--- src/rtl/button_pkg.sv ---
// Shared definitions for the button front end: gesture FSM encodings and
// default timing used by the button top level.
package button_pkg;

  typedef enum logic [2:0] {
    IDLE   = 3'd0,
    PRESS1 = 3'd1,
    WAIT2  = 3'd2,
    PRESS2 = 3'd3,
    HOLD   = 3'd4
  } press_state_t;

  localparam int LONG_CYCLES_DEF = 50_000_000;
  localparam int GAP_CYCLES_DEF  = 15_000_000;

endpackage

--- src/rtl/press_classifier.sv ---
// Classifies debounced press/release edge pulses into single click, double
// click and long press pulses, plus a held level while a long press lasts.
//
// state  | meaning
// IDLE   | no gesture in progress
// PRESS1 | first press down, timing toward long press
// WAIT2  | released once, waiting for a second press within the gap
// PRESS2 | second press down, double click pending on release
// HOLD   | long press recognised, waiting for release
module press_classifier
  import button_pkg::*;
#(
  parameter int LONG_CYCLES = LONG_CYCLES_DEF,
  parameter int GAP_CYCLES  = GAP_CYCLES_DEF,
  parameter int CNT_W       = $clog2(LONG_CYCLES > GAP_CYCLES ? LONG_CYCLES : GAP_CYCLES)
) (
  input  logic clk,
  input  logic reset_n,
  input  logic p_edge,
  input  logic n_edge,
  output logic single_click,
  output logic double_click,
  output logic long_press,
  output logic held
);

  localparam logic [CNT_W-1:0] LONG_TC = CNT_W'(LONG_CYCLES - 1);
  localparam logic [CNT_W-1:0] GAP_TC  = CNT_W'(GAP_CYCLES - 1);

  press_state_t     state, state_nxt;
  logic [CNT_W-1:0] cnt;
  logic             p_ok, n_ok, viol;
  logic             single_nxt, double_nxt, long_nxt;

  // Simultaneous edges are a protocol violation and freeze the state.
  assign viol = p_edge & n_edge;
  assign p_ok = p_edge & ~n_edge;
  assign n_ok = n_edge & ~p_edge;

  always_comb begin
    state_nxt  = state;
    single_nxt = 1'b0;
    double_nxt = 1'b0;
    long_nxt   = 1'b0;
    case (state)
      IDLE: begin
        if (p_ok) state_nxt = PRESS1;
      end
      PRESS1: begin
        if (n_ok) begin
          state_nxt = WAIT2;
        end else if (!viol && cnt == LONG_TC) begin
          state_nxt = HOLD;
          long_nxt  = 1'b1;
        end
      end
      WAIT2: begin
        if (p_ok) begin
          state_nxt = PRESS2;
        end else if (!viol && cnt == GAP_TC) begin
          state_nxt  = IDLE;
          single_nxt = 1'b1;
        end
      end
      PRESS2: begin
        if (n_ok) begin
          state_nxt  = IDLE;
          double_nxt = 1'b1;
        end else if (!viol && cnt == LONG_TC) begin
          state_nxt = HOLD;
          long_nxt  = 1'b1;
        end
      end
      HOLD: begin
        if (n_ok) state_nxt = IDLE;
      end
      default: state_nxt = IDLE;
    endcase
  end

  always_ff @(posedge clk or negedge reset_n) begin
    if (!reset_n) begin
      state <= IDLE;
    end else begin
      state <= state_nxt;
    end
  end

  always_ff @(posedge clk or negedge reset_n) begin
    if (!reset_n) begin
      cnt <= '0;
    end else if (state_nxt != state) begin
      cnt <= '0;
    end else if (state == PRESS1 || state == WAIT2 || state == PRESS2) begin
      cnt <= cnt + CNT_W'(1);
    end
  end

  always_ff @(posedge clk or negedge reset_n) begin
    if (!reset_n) begin
      single_click <= 1'b0;
      double_click <= 1'b0;
      long_press   <= 1'b0;
      held         <= 1'b0;
    end else begin
      single_click <= single_nxt;
      double_click <= double_nxt;
      long_press   <= long_nxt;
      held         <= (state_nxt == HOLD);
    end
  end

endmodule
--- config.mk ---
export PLATFORM = sky130hd
export DESIGN_NAME = press_classifier
export DESIGN_NICKNAME = d
export VERILOG_FILES = /design/src/rtl/button_pkg.sv /design/src/rtl/press_classifier.sv
export SDC_FILE = /design/constraint.sdc
export NUM_CORES = 1
export LEC_CHECK = 0
export ABC_AREA = 1
export BUFFER_PORTS_ARGS = -buffer_cell sky130_fd_sc_hd__buf_4
export CORE_ASPECT_RATIO = 1.5
export CORE_MARGIN = 2
export CORE_UTILIZATION = 39
export DETAILED_ROUTE_END_ITERATION = 8
export GPL_ROUTABILITY_DRIVEN = 1
export PLACE_DENSITY = 0.56
export SYNTH_ARGS = -nofsm -noshare
export SYNTH_HDL_FRONTEND = slang
export SYNTH_SLANG_ARGS = --single-unit
--- constraint.sdc ---
create_clock -name clk -period 3.5 [get_ports clk]
set_input_delay 0 -clock clk [delete_from_list [all_inputs] [get_ports clk]]
set_output_delay 0 -clock clk [all_outputs]
set_load 0.02 [all_outputs]
==> results_dict.tcl <==
set metrics [dict create \
    cellPowerDensity_mw_per_mm2 470 \
    finalCriticalPeriod_ns 2.25 \
    path_class "reg -> reg" \
    crit_chain "ha_1 > inv_1 > nor2_2 > nand3_1 > nor2_1 > nand2_1 > nand2_1 > nand3_1 > nand2_1 > nand2_1 > nand2_2 > nand3_4 > nor2_1" \
    n_fill_cell 536 \
    dieHeight_um 92.7 \
    cts_tree "built" \
    cp-startpoint "cnt[0]$_DFFE_PN0P_" \
    relSlewSlack_pct 63.6 \
    setup_viol 0 \
    seqCellArea_um2 826 \
    ioPinCount 8 \
    critPathCapture "cnt[13]$_DFFE_PN0P_" \
    path_buf_inv 1 \
    reg2regPathDepth 13 \
    grt_pass1_wl_um 7700 \
    postCtsHoldBufs 1 \
    netlist_instances 273 \
    vias_per_cell 4.77 \
    p_int_mw 0.619 \
    multi_input_area_mm2 0.00104 \
    crit_cells 13 \
    ys_seq_elements 33 \
    setup_tns_ns 0 \
    fmax_ghz 0.445 \
    ant_nets 0 \
    crit_path_max_fanout 26 \
    slowest_stage "dfrtp_1" \
    die_area_mm2 0.00586 \
    cts_max_path_buffers 2 \
    p_leak_nw 0.966 \
    rrSetupSlack_ns 1.25 \
    finalClockSkew_ns 0.00172 \
    rsz0062_at_grt "false" \
    post-synth-top-area-cell "dfrtp_1" \
    max-vdd-ir-drop_uv 206 \
    htreeDepth 2 \
    timing.final.crit_share_pct 64.3 \
    r2r-start "cnt[0]$_DFFE_PN0P_" \
    synth_nets 278 \
    drc_errors 0 \
    grt-ovfl-total 0 \
    grt_pass1_vias 1705 \
    synth_area_leaders "dfrtp_1 (40%), nand2_1 (9.7%), inv_1 (7.3%)" \
    grt_max_degree 34 \
    dp_hpwl_um 3320 \
    die_w_um 63.2 \
    synth-warning-count 0 \
    synth_edf_count 0 \
    nets 289 \
    routed_wl_um 4480 \
    worst_pin_slew_ns 0.542 \
    synth.avg_cell_area_um2 7.50 \
    cp-start-kind "flip-flop" \
    post_drt_wl_per_cell_um 12.8 \
    synthArstFlopShare_pct 100 \
    numCtsBuffers 5 \
    first_pass_iters 4 \
    clockRootBuffer "clkbuf_8" \
    clk_pin_slew_ns 0.07 \
    slew_viol_final 0 \
    insertion_delay_ns 0.28 \
    p_sw_mw 0.432 \
    cpMostUsedCell "nand2_1" \
    drive_above_1_share_pct 16.3 \
    worstPathArrival_ns 2.45 \
    yosysUniqueCellTypes 26 \
    post-cts-setup-buffers 0 \
    status "complete, no violations" \
    r2r_end "cnt[13]$_DFFE_PN0P_" \
    final_hold_viol_count 0 \
    hold_path.class "in -> reg" \
    cp.required_ns 3.70 \
    synth_flop_cell "dfrtp_1" \
    diodes 0 \
    path_delay_family "simple AND/OR/NAND/NOR gates" \
    cpPeakStageDelay_ns 0.38 \
    maxCapViolCount 0 \
    placeableCoreArea_mm2 0.00508 \
    cp-end-kind "flip-flop" \
    p_clk_share_pct 25.5 \
    drtIter0Drc 67 \
    antenna_found_initial 0 \
    cts_resized 0 \
    area_growth_pct 9.29 \
    initial_core_util_pct 40.3 \
    pwr-share-comb_pct 34.0 \
    rows 32 \
    globalplace.congestion 0.846 \
    netlist.area_leader.share_pct 40.3 \
    syn_area_mm2 0.00205 \
    ys_seq_area_share_pct 40.3 \
    clock_sinks 33 \
    track_usage_pct 16.9 \
    place.port_buffers 7 \
    seqPwrFrac_pct 40.5 \
    whs_ns 0.0761 \
    vias 1673 \
    p_sw_share_pct 41.1 \
]
how the worst min path moves through the flow:
| stage | slack (ns) | from | to | cells past startpoint |
|---|---|---|---|---|
| 2_1_floorplan | -0.30 | reset_n | cnt[0]$_DFFE_PN0P_ | 0 |
| 3_3_place_gp | -0.03 | reset_n | cnt[22]$_DFFE_PN0P_ | 1 |
| 3_5_place_dp | -0.02 | reset_n | cnt[23]$_DFFE_PN0P_ | 1 |
| 4_1_cts | 0.07 | p_edge | double_click$_DFF_PN0_ | 4 |
| 5_1_grt | 0.11 | p_edge | double_click$_DFF_PN0_ | 4 |
| 6_report | 0.08 | p_edge | double_click$_DFF_PN0_ | 4 |
Yosys cell counts, types with 2 or more instances:
cell / number
nor3_1: 11
xnor2_1: 2
nand4_1: 9
inv_1: 40
nor2_4: 3
nor4_1: 4
nand3_1: 17
buf_6: 2
nand2_2: 6
nor2_1: 39
nand2_1: 53
o21ai_0: 3
dfrtp_1: 33
xor2_1: 17
a21oi_1: 2
nor2_2: 22
per-stage QoR:
step                      cells  worst slack, ns  util [%]  power (mW)  area [um2]
final                       351             1.25      44.0        1.05        2240
after global routing        351            0.926      44.0        1.12        2240
after CTS                   351             1.19      44.0        1.07        2240
after detailed placement    344             1.20      42.3       0.801        2150
after global placement      344             1.30      42.3       0.798        2150
after floorplan             273             1.77         -       0.754        2050
cells by family after synthesis:
family	Yosys count	share of synthesized area [%]
buf+inv	45	9.05
xor+xnor	19	8.13
compound gates	9	2.63
fa+ha+maj	1	0.611
flops	33	40.3
simple gates	165	38.8
mux	1	0.489
placed cells by master, fill, tap and decap left out, drive strengths merged:
master	instances
a22oi	1
nand4	9
xnor2	2
inv	41
a31oi	1
clkinv	1
nand2	59
o21ai	3
nand3	18
buf	7
nor3	11
a21o	1
dfrtp	33
mux2i	1
xor2	17
a21oi	2
nor4	4
clkbuf	5
dlygate4sd3	1
o211ai	1
ha	1
nor2	64
state kept, by name (all words and copies together) (netlist names):
| name | flops |
|---|---|
| double_click | 1 |
| cnt | 26 |
| long_press | 1 |
| state | 3 |
| single_click | 1 |
| held | 1 |
power by group through the flow:
stage | sequential [mW] | clock, mW | combinational [mW]
floorplan | 0.430 | 0 | 0.324
global route | 0.430 | 0.292 | 0.402
detailed placement | 0.434 | 0 | 0.367
CTS | 0.427 | 0.275 | 0.370
finish | 0.426 | 0.268 | 0.358
global placement | 0.432 | 0 | 0.367
area by class of cell:
cell class	instances	area share, %
clock inverters	1	0.224
inverters	41	6.88
well taps	68	3.80
flip-flops and latches	33	36.9
clock buffers	5	3.08
multi-input cells	195	46.3
repair buffers	8	2.80
metal layers:
metal / vias to the layer above / global-route usage [%] / share of wire [%]
met2: 18 / 32.4 / 55
met1: 779 / 17.9 / 42
met5: - / 0 / 0
li1: 870 / - / -
met4: 0 / 5.93 / 1.3
met3: 6 / 3.40 / 2.4
worst min-delay path: stages:
cell    delay (ns)
buf_4         0.09
nor2_1        0.05
inv_1         0.11
nor4_1        0.06
No activity file was read; power rests on OpenSTA's default activity.
